<file path="src/rtl/simt_scheduler_if.sv">
// Signal bundle between the SIMT scheduler and the rest of the core (fetcher, decoder, LSUs,
// PC units, ALUs/register files). The scheduler uses the slave modport.
interface simt_scheduler_if #(
    parameter int THREADS_PER_BLOCK = 4,
    parameter int PC_WIDTH          = 8,
    parameter int CNT_WIDTH         = 32
);
    localparam int TCW = $clog2(THREADS_PER_BLOCK) + 1;

    logic                                    start;
    logic                                    decoded_mem_read_enable;
    logic                                    decoded_mem_write_enable;
    logic                                    decoded_ret;
    logic [2:0]                              fetcher_state;
    logic [2*THREADS_PER_BLOCK-1:0]          lsu_state;
    logic [PC_WIDTH*THREADS_PER_BLOCK-1:0]   next_pc;
    logic [TCW-1:0]                          thread_count;

    logic [PC_WIDTH-1:0]                     current_pc;
    logic [THREADS_PER_BLOCK-1:0]            active_mask;
    logic [2:0]                              core_state;
    logic                                    done;
    logic [CNT_WIDTH-1:0]                    cycle_count;
    logic [CNT_WIDTH-1:0]                    instr_count;
    logic [CNT_WIDTH-1:0]                    diverge_count;

    modport master (
        output start, decoded_mem_read_enable, decoded_mem_write_enable, decoded_ret,
               fetcher_state, lsu_state, next_pc, thread_count,
        input  current_pc, active_mask, core_state, done, cycle_count, instr_count,
               diverge_count
    );

    modport slave (
        input  start, decoded_mem_read_enable, decoded_mem_write_enable, decoded_ret,
               fetcher_state, lsu_state, next_pc, thread_count,
        output current_pc, active_mask, core_state, done, cycle_count, instr_count,
               diverge_count
    );
endinterface

</file>
<file path="src/rtl/simt_scheduler.sv">
// Per-core SIMT control-flow scheduler: sequences the instruction pipeline and issues each
// instruction to the live lanes sharing the minimum PC, giving reconvergence at join points.
module simt_scheduler #(
    parameter int THREADS_PER_BLOCK = 4,
    parameter int PC_WIDTH          = 8,
    parameter int CNT_WIDTH         = 32
) (
    input logic          clk,
    input logic          reset_n,
    simt_scheduler_if.slave bus
);
    localparam int T   = THREADS_PER_BLOCK;
    localparam int TCW = $clog2(T) + 1;

    localparam logic [2:0] ST_IDLE    = 3'd0;
    localparam logic [2:0] ST_FETCH   = 3'd1;
    localparam logic [2:0] ST_DECODE  = 3'd2;
    localparam logic [2:0] ST_REQUEST = 3'd3;
    localparam logic [2:0] ST_WAIT    = 3'd4;
    localparam logic [2:0] ST_EXECUTE = 3'd5;
    localparam logic [2:0] ST_UPDATE  = 3'd6;
    localparam logic [2:0] ST_DONE    = 3'd7;

    localparam logic [2:0]           FETCHED = 3'b010;
    localparam logic [CNT_WIDTH-1:0] CNT_ONE = 1;

    logic [2:0]           state_q, state_d;
    logic [PC_WIDTH-1:0]  current_pc_q, current_pc_d;
    logic [T-1:0]         active_mask_q, active_mask_d;
    logic [T-1:0]         live_q, live_d;
    logic [PC_WIDTH-1:0]  thread_pc_q [T];
    logic [PC_WIDTH-1:0]  thread_pc_d [T];
    logic                 done_q, done_d;
    logic [CNT_WIDTH-1:0] cycle_q, cycle_d;
    logic [CNT_WIDTH-1:0] instr_q, instr_d;
    logic [CNT_WIDTH-1:0] diverge_q, diverge_d;

    logic [T-1:0]         lsu_busy;
    logic [PC_WIDTH-1:0]  min_pc;
    logic                 any_live;
    logic [PC_WIDTH-1:0]  ref_pc;
    logic                 ref_found;
    logic                 diverged;
    logic [PC_WIDTH-1:0]  lane_npc;

    // Memory-op flags are informational only; WAIT is gated purely by the LSU states.
    logic unused_mem_flags;
    assign unused_mem_flags = bus.decoded_mem_read_enable ^ bus.decoded_mem_write_enable;

    always_comb begin
        for (int i = 0; i < T; i++) begin
            lsu_busy[i] = (bus.lsu_state[2*i +: 2] == 2'b01) ||
                          (bus.lsu_state[2*i +: 2] == 2'b10);
        end
    end

    always_comb begin
        state_d       = state_q;
        current_pc_d  = current_pc_q;
        active_mask_d = active_mask_q;
        live_d        = live_q;
        thread_pc_d   = thread_pc_q;
        done_d        = done_q;
        cycle_d       = cycle_q;
        instr_d       = instr_q;
        diverge_d     = diverge_q;
        min_pc        = '0;
        any_live      = 1'b0;
        ref_pc        = '0;
        ref_found     = 1'b0;
        diverged      = 1'b0;
        lane_npc      = '0;

        if (state_q != ST_IDLE && state_q != ST_DONE) begin
            cycle_d = cycle_q + CNT_ONE;
        end

        case (state_q)
            ST_IDLE: begin
                if (bus.start) begin
                    if (bus.thread_count != '0) begin
                        for (int i = 0; i < T; i++) begin
                            live_d[i]      = (TCW'(i) < bus.thread_count);
                            thread_pc_d[i] = '0;
                        end
                        current_pc_d  = '0;
                        active_mask_d = live_d;
                        state_d       = ST_FETCH;
                    end else begin
                        done_d  = 1'b1;
                        state_d = ST_DONE;
                    end
                end
            end
            ST_FETCH: begin
                if (bus.fetcher_state == FETCHED) state_d = ST_DECODE;
            end
            ST_DECODE:  state_d = ST_REQUEST;
            ST_REQUEST: state_d = ST_WAIT;
            ST_WAIT: begin
                if ((active_mask_q & lsu_busy) == '0) state_d = ST_EXECUTE;
            end
            ST_EXECUTE: state_d = ST_UPDATE;
            ST_UPDATE: begin
                instr_d = instr_q + CNT_ONE;
                for (int i = 0; i < T; i++) begin
                    if (active_mask_q[i]) begin
                        lane_npc       = bus.next_pc[i*PC_WIDTH +: PC_WIDTH];
                        thread_pc_d[i] = lane_npc;
                        if (bus.decoded_ret) live_d[i] = 1'b0;
                        if (ref_found && (lane_npc != ref_pc)) diverged = 1'b1;
                        if (!ref_found) begin
                            ref_pc    = lane_npc;
                            ref_found = 1'b1;
                        end
                    end
                end
                // Pick the lowest PC among surviving lanes; every lane sitting there issues next.
                for (int i = 0; i < T; i++) begin
                    if (live_d[i] && (!any_live || (thread_pc_d[i] < min_pc))) begin
                        min_pc   = thread_pc_d[i];
                        any_live = 1'b1;
                    end
                end
                for (int i = 0; i < T; i++) begin
                    active_mask_d[i] = live_d[i] && (thread_pc_d[i] == min_pc);
                end
                if (!bus.decoded_ret && diverged) diverge_d = diverge_q + CNT_ONE;
                if (!any_live) begin
                    done_d  = 1'b1;
                    state_d = ST_DONE;
                end else begin
                    current_pc_d = min_pc;
                    state_d      = ST_FETCH;
                end
            end
            default: state_d = ST_DONE;
        endcase
    end

    always_ff @(posedge clk or negedge reset_n) begin
        if (!reset_n) begin
            state_q       <= ST_IDLE;
            current_pc_q  <= '0;
            active_mask_q <= '0;
            live_q        <= '0;
            done_q        <= 1'b0;
            cycle_q       <= '0;
            instr_q       <= '0;
            diverge_q     <= '0;
            for (int i = 0; i < T; i++) thread_pc_q[i] <= '0;
        end else begin
            state_q       <= state_d;
            current_pc_q  <= current_pc_d;
            active_mask_q <= active_mask_d;
            live_q        <= live_d;
            done_q        <= done_d;
            cycle_q       <= cycle_d;
            instr_q       <= instr_d;
            diverge_q     <= diverge_d;
            for (int i = 0; i < T; i++) thread_pc_q[i] <= thread_pc_d[i];
        end
    end

    assign bus.current_pc    = current_pc_q;
    assign bus.active_mask   = active_mask_q;
    assign bus.core_state    = state_q;
    assign bus.done          = done_q;
    assign bus.cycle_count   = cycle_q;
    assign bus.instr_count   = instr_q;
    assign bus.diverge_count = diverge_q;
endmodule

</file>
<file path="src/flat_wrapper.sv">
// flat-port wrapper written by rule: the top's interface ports become plain ports
module simt_scheduler_flat 
#(
    parameter int THREADS_PER_BLOCK = 4,
    parameter int PC_WIDTH          = 8,
    parameter int CNT_WIDTH         = 32
)
  (clk, reset_n, bus_start, bus_decoded_mem_read_enable, bus_decoded_mem_write_enable, bus_decoded_ret, bus_fetcher_state, bus_lsu_state, bus_next_pc, bus_thread_count, bus_current_pc, bus_active_mask, bus_core_state, bus_done, bus_cycle_count, bus_instr_count, bus_diverge_count);
  simt_scheduler_if #(.THREADS_PER_BLOCK(THREADS_PER_BLOCK), .PC_WIDTH(PC_WIDTH), .CNT_WIDTH(CNT_WIDTH)) bus_i ();
  input logic clk;
  input logic reset_n;
  input wire logic [$bits(bus_i.start)-1:0] bus_start;
  input wire logic [$bits(bus_i.decoded_mem_read_enable)-1:0] bus_decoded_mem_read_enable;
  input wire logic [$bits(bus_i.decoded_mem_write_enable)-1:0] bus_decoded_mem_write_enable;
  input wire logic [$bits(bus_i.decoded_ret)-1:0] bus_decoded_ret;
  input wire logic [$bits(bus_i.fetcher_state)-1:0] bus_fetcher_state;
  input wire logic [$bits(bus_i.lsu_state)-1:0] bus_lsu_state;
  input wire logic [$bits(bus_i.next_pc)-1:0] bus_next_pc;
  input wire logic [$bits(bus_i.thread_count)-1:0] bus_thread_count;
  output wire logic [$bits(bus_i.current_pc)-1:0] bus_current_pc;
  output wire logic [$bits(bus_i.active_mask)-1:0] bus_active_mask;
  output wire logic [$bits(bus_i.core_state)-1:0] bus_core_state;
  output wire logic [$bits(bus_i.done)-1:0] bus_done;
  output wire logic [$bits(bus_i.cycle_count)-1:0] bus_cycle_count;
  output wire logic [$bits(bus_i.instr_count)-1:0] bus_instr_count;
  output wire logic [$bits(bus_i.diverge_count)-1:0] bus_diverge_count;
  assign bus_i.start = bus_start;
  assign bus_i.decoded_mem_read_enable = bus_decoded_mem_read_enable;
  assign bus_i.decoded_mem_write_enable = bus_decoded_mem_write_enable;
  assign bus_i.decoded_ret = bus_decoded_ret;
  assign bus_i.fetcher_state = bus_fetcher_state;
  assign bus_i.lsu_state = bus_lsu_state;
  assign bus_i.next_pc = bus_next_pc;
  assign bus_i.thread_count = bus_thread_count;
  assign bus_current_pc = bus_i.current_pc;
  assign bus_active_mask = bus_i.active_mask;
  assign bus_core_state = bus_i.core_state;
  assign bus_done = bus_i.done;
  assign bus_cycle_count = bus_i.cycle_count;
  assign bus_instr_count = bus_i.instr_count;
  assign bus_diverge_count = bus_i.diverge_count;
  simt_scheduler #(.THREADS_PER_BLOCK(THREADS_PER_BLOCK), .PC_WIDTH(PC_WIDTH), .CNT_WIDTH(CNT_WIDTH)) u_core (.clk(clk), .reset_n(reset_n), .bus(bus_i));
endmodule
</file>
<file path="config.mk">
export PLATFORM = sky130hd
export DESIGN_NAME = simt_scheduler_flat
export DESIGN_NICKNAME = d
export VERILOG_FILES = /design/src/rtl/simt_scheduler_if.sv /design/src/rtl/simt_scheduler.sv /design/src/flat_wrapper.sv
export SDC_FILE = /design/constraint.sdc
export NUM_CORES = 1
export LEC_CHECK = 0
export BUFFER_PORTS_ARGS = -buffer_cell sky130_fd_sc_hd__clkbuf_2
export CAP_MARGIN = 20
export CELL_PAD_IN_SITES_DETAIL_PLACEMENT = 1
export CELL_PAD_IN_SITES_GLOBAL_PLACEMENT = 1
export CORE_MARGIN = 2
export CORE_UTILIZATION = 39
export DETAILED_ROUTE_END_ITERATION = 10
export GPL_TIMING_DRIVEN = 0
export PLACE_DENSITY_LB_ADDON = 0.1
export SYNTH_ARGS = -nofsm -noshare
export SYNTH_HDL_FRONTEND = slang
export SYNTH_SLANG_ARGS = --single-unit
</file>
<file path="constraint.sdc">
create_clock -name clk -period 6.88 [get_ports clk]
set_input_delay 0.344 -clock clk [delete_from_list [all_inputs] [get_ports clk]]
set_output_delay 0.344 -clock clk [all_outputs]
set_load 0.01 [all_outputs]
</file>
==> report_table.html <==
<table>
<tr><th>Metric</th><th>Value</th></tr>
<tr><th colspan="2">Routing</th></tr>
<tr><td>Violation count after the first detailed-route iteration</td><td>429</td></tr>
<tr><td>Wirelength per Cell</td><td>20.5 um</td></tr>
<tr><td>DRC Markers</td><td>0</td></tr>
<tr><td>Routed metal-1 wire length</td><td>13,400 um</td></tr>
<tr><td>WL met2</td><td>14,400 um</td></tr>
<tr><td>WL final</td><td>30,100 um</td></tr>
<tr><td>Met3 WL post-DR</td><td>1570 um</td></tr>
<tr><td>Via-to-Cell Ratio</td><td>5.62</td></tr>
<tr><td>Number of routed nets with antenna violations</td><td>0</td></tr>
<tr><td>DR top layer</td><td>met4</td></tr>
<tr><td>Vias</td><td>8,240</td></tr>
<tr><td>First-pass DRT Iterations</td><td>6</td></tr>
<tr><th colspan="2">Job</th></tr>
<tr><td>Max-cap viol count</td><td>0</td></tr>
<tr><th colspan="2">Yosys</th></tr>
<tr><td>Fraction of the mapped netlist area in adder cells</td><td>0.0342</td></tr>
<tr><td>Netlist cell types</td><td>66</td></tr>
<tr><td>Leading cell types by count after synthesis</td><td>sky130_fd_sc_hd__dfrtp_1, sky130_fd_sc_hd__nand2_1, sky130_fd_sc_hd__o21ai_0</td></tr>
<tr><td>Area fraction in and, or, nand and nor cells after synthesis</td><td>0.173</td></tr>
<tr><td>XOR/XNOR share of the synthesized area</td><td>0.133</td></tr>
<tr><td>Dominant register cell in the synthesized netlist</td><td>sky130_fd_sc_hd__dfrtp_1</td></tr>
<tr><td>Netlist area before placement</td><td>8780 sq um</td></tr>
<tr><td>Async S/R FF share, synth</td><td>1.00</td></tr>
<tr><td>Mapped Avg Cell Area</td><td>9.24 sq um</td></tr>
<tr><td>Top cell type's share of synthesized area</td><td>0.422</td></tr>
<tr><td>Number of register bits inferred by synthesis</td><td>148</td></tr>
<tr><td>Most frequent cell after synthesis</td><td>sky130_fd_sc_hd__dfrtp_1</td></tr>
<tr><td>Cell type contributing the most total cell area after synthesis</td><td>sky130_fd_sc_hd__dfrtp_1</td></tr>
<tr><td>Largest family of logic cells by synthesized area</td><td>simple AND/OR/NAND/NOR gates</td></tr>
<tr><td>Synthesized instance count</td><td>950</td></tr>
<tr><td>Net Count, Synth</td><td>1,026</td></tr>
<tr><td>Complex-gate fraction of the synthesized area</td><td>0.172</td></tr>
<tr><td>Proportion of synthesized area in mux cells</td><td>0.0349</td></tr>
<tr><td>Warning count from the yosys run</td><td>0</td></tr>
<tr><td>Number of flops mapped to enable cells by yosys</td><td>0</td></tr>
<tr><td>Register area share after synthesis</td><td>0.422</td></tr>
<tr><td>Area contributors post-synth</td><td>sky130_fd_sc_hd__dfrtp_1, sky130_fd_sc_hd__xnor2_1, sky130_fd_sc_hd__xor2_1</td></tr>
<tr><th colspan="2">Floorplanning</th></tr>
<tr><td>Die area</td><td>23,700 sq um</td></tr>
<tr><td>Y dimension of the die</td><td>154 um</td></tr>
<tr><td>Initial Utilization</td><td>0.400</td></tr>
<tr><td>Boundary pin count</td><td>164</td></tr>
<tr><td>CORE AREA</td><td>22,000 sq um</td></tr>
<tr><td>Number of cell rows</td><td>54</td></tr>
<tr><td>Die extent in x</td><td>154 um</td></tr>
<tr><th colspan="2">Worst setup path</th></tr>
<tr><td>Crit path largest cell delay</td><td>470 ps</td></tr>
<tr><td>Worst setup path category</td><td>reg2reg</td></tr>
<tr><td>Crit-path max FO</td><td>10</td></tr>
<tr><td>Required arrival time at the worst endpoint</td><td>7230 ps</td></tr>
<tr><td>Critical path data arrival time</td><td>7120 ps</td></tr>
<tr><td>Worst setup SP type</td><td>flip-flop</td></tr>
<tr><td>Endpoint type of the worst setup path</td><td>flip-flop</td></tr>
<tr><td>Worst path slowest cell</td><td>sky130_fd_sc_hd__a311oi_4</td></tr>
<tr><th colspan="2">Cells and area</th></tr>
<tr><td>Cell Count, Final, Fillers Out</td><td>1,467</td></tr>
<tr><td>Core Util, Final</td><td>0.522</td></tr>
<tr><td>Syn-to-layout area delta</td><td>30.4%</td></tr>
<tr><td>Layout cell share with drive strength beyond 1</td><td>0.288</td></tr>
<tr><td>Finished layout cell area</td><td>11,500 sq um</td></tr>
<tr><td>Antenna Cells</td><td>0</td></tr>
<tr><td>Nets</td><td>1,250</td></tr>
<tr><td>Count of filler cells inserted in the layout</td><td>2,556</td></tr>
<tr><th colspan="2">Clocking</th></tr>
<tr><td>Register clock-pin slew on the reported worst setup and hold paths</td><td>70 ps</td></tr>
<tr><td>Clock tree from TritonCTS</td><td>yes</td></tr>
<tr><td>Sinks on the clock net</td><td>148</td></tr>
<tr><td>CTS buffer count</td><td>17</td></tr>
<tr><td>Clock network latency to the later pin of the worst-skew pair</td><td>430 ps</td></tr>
<tr><td>Clock tree root buffer cell</td><td>sky130_fd_sc_hd__clkbuf_16</td></tr>
<tr><td>H-tree depth</td><td>4</td></tr>
<tr><td>Maximum number of buffers from clock root to sink</td><td>2</td></tr>
<tr><th colspan="2">Status</th></tr>
<tr><td>Outcome</td><td>finished, final reports clean</td></tr>
<tr><th colspan="2">Worst hold path</th></tr>
<tr><td>Min-Delay Path Class</td><td>in2reg</td></tr>
<tr><th colspan="2">STA</th></tr>
<tr><td>Final max-slew violation count</td><td>0</td></tr>
<tr><td>Post-route clock period utilization</td><td>0.984</td></tr>
<tr><td>F_max</td><td>0.148 GHz</td></tr>
<tr><td>Worst-Margin Slew</td><td>1050 ps</td></tr>
<tr><td>Worst setup margin</td><td>111 ps</td></tr>
<tr><td>Minimum period implied by the final worst setup slack</td><td>6770 ps</td></tr>
<tr><td>Hold Fails Final Rpt</td><td>0</td></tr>
<tr><td>Max-slew headroom</td><td>0.302</td></tr>
<tr><td>Setup violators final</td><td>0</td></tr>
<tr><td>Final Skew</td><td>12.2 ps</td></tr>
<tr><th colspan="2">Place</th></tr>
<tr><td>DP HPWL</td><td>21,600 um</td></tr>
<tr><td>Post-Place Worst Slack</td><td>-1900 ps</td></tr>
<tr><td>Number of port buffers</td><td>160</td></tr>
<tr><td>Cell total after placement</td><td>1,391</td></tr>
<tr><td>Final estimated routing congestion in global placement</td><td>0.890</td></tr>
<tr><td>Area of placed instances</td><td>9970 sq um</td></tr>
<tr><th colspan="2">GRT</th></tr>
<tr><td>Global-route wire length before repair</td><td>47,000 um</td></tr>
<tr><td>Total global-route track usage</td><td>0.252</td></tr>
<tr><td>Number of antenna violations at the first check in global routing</td><td>0</td></tr>
<tr><td>Via count of the first global-routing pass</td><td>8,518</td></tr>
<tr><td>Pin count of the biggest net entering global routing</td><td>94</td></tr>
<tr><td>Leftover overflow at the end of global routing</td><td>0</td></tr>
<tr><th colspan="2">Pwr</th></tr>
<tr><td>Pwr per Cell Area</td><td>489 nW/um^2</td></tr>
<tr><td>Lkg Pwr</td><td>5.31 nW</td></tr>
<tr><td>Largest voltage drop on the vdd net</td><td>0.000323 V</td></tr>
</table>
layer usage:
metal | global-route usage | vias to the layer above
met5 | 0 | -
met4 | 0.0823 | 0
met3 | 0.0420 | 55
met2 | 0.412 | 255
met1 | 0.341 | 4110
li1 | - | 3820
registers in the layout, indices dropped and copies added, names as in the netlist:
signal and flops:
u_core.bus.diverge_count 32, u_core.bus.core_state 3, u_core.bus.instr_count 32, u_core.bus.cycle_count 32, u_core.bus.active_mask 4, u_core.thread_pc_q 32, u_core.live_q 4, u_core.bus.current_pc 8
u_core.bus.done 1
cells in the final DEF, fill, tap and decap left out, drive strengths merged, types with 6 or more instances in the layout:
cell	Yosys	layout
nand3	48	48
nand4	21	21
a22o	6	6
nor2	68	68
a22oi	20	20
o21a	8	8
xnor2	71	71
a21oi	26	26
ha	24	24
mux2i	14	14
a31oi	6	6
inv	39	45
xor2	62	62
o22ai	14	14
buf	8	57
nand2	117	117
mux2	13	13
a21boi	13	13
a211oi	10	10
clkbuf	25	198
nor4	7	7
and3	17	17
dfrtp	148	148
o21ai	77	77
nor3	18	18
worst max-delay path: cells and delay by family, from the launching register on:
family | cells | cell delay [ps]
xor gates and xnor gates | 1 | 170
adders and majority gates | 3 | 730
muxes | 2 | 700
DFF | 1 | 400
buffers and inverters | 8 | 1060
AOI/OAI and AO/OA | 11 | 2610
and+or+nand+nor | 7 | 1010
path summary, 6_finish.rpt:
check	start	end	slack (ps)	cells after the start
max in group asynchronous	reset_n	u_core.bus.diverge_count[21]$_DFFE_PN0P_	5580	3
max	u_core.bus.active_mask[0]$_DFFE_PN0P_	u_core.bus.active_mask[2]$_DFFE_PN0P_	110	32
max reg2reg	u_core.bus.active_mask[0]$_DFFE_PN0P_	u_core.bus.active_mask[2]$_DFFE_PN0P_	110	32
min reg2reg	u_core.bus.instr_count[31]$_DFFE_PN0P_	u_core.bus.instr_count[31]$_DFFE_PN0P_	470	1
min in group asynchronous	reset_n	u_core.bus.instr_count[6]$_DFFE_PN0P_	430	2
min	bus_next_pc[6]	u_core.thread_pc_q[30]$_DFFE_PN0P_	250	2
power by group:
part | internal [W] | switching (W) | total [W]
clock | 0.000509 | 0.000416 | 0.000925
combinational | 0.00148 | 0.00209 | 0.00356
sequential | 0.00101 | 0.000101 | 0.00111
total | 0.00300 | 0.00260 | 0.00560
metrics by stage:
stage / total power (W) / TNS [ps] / hold WS (ps)
after floorplan: 0.00286 / 0 / 48.4
after global placement: 0.00360 / -14250 / 457
after detailed placement: 0.00364 / -14430 / 346
after CTS: 0.00508 / 0 / 237
after global routing: 0.00591 / -442 / 266
final: 0.00560 / 0 / 255
layout make-up:
| cell class | instances | area, sq um | share of cell area |
|---|---|---|---|
| plain buffers | 33 | 206 | 0.0180 |
| clock buffers | 18 | 429 | 0.0375 |
| repair buffers | 205 | 1200 | 0.105 |
| inverters | 39 | 146 | 0.0128 |
| clock inverters | 14 | 145 | 0.0127 |
| well taps | 280 | 350 | 0.0306 |
| multi-input cells | 730 | 5270 | 0.461 |
| flip-flops and latches | 148 | 3700 | 0.323 |
kinds of logic (layout without fill, tap and decap cells):
group,Yosys count,count (layout)
AO/OA/AOI/OAI,220,220
XOR/XNOR,133,133
adder cells (fa/ha/maj),24,24
buffers and inverters,72,309
flip-flops,148,148
multiplexers,27,27
AND/OR/NAND/NOR,326,326
repair_timing:
action / in CTS / in global routing
gates resized for setup: 81 / 61
hold buffers: 1 / 0
endpoints found under the hold margin: 55 / 0
pin swaps: 18 / 35
setup endpoints to repair: 12 / 5
setup buffers: 24 / 19
(Power assumes the default switching activity.)
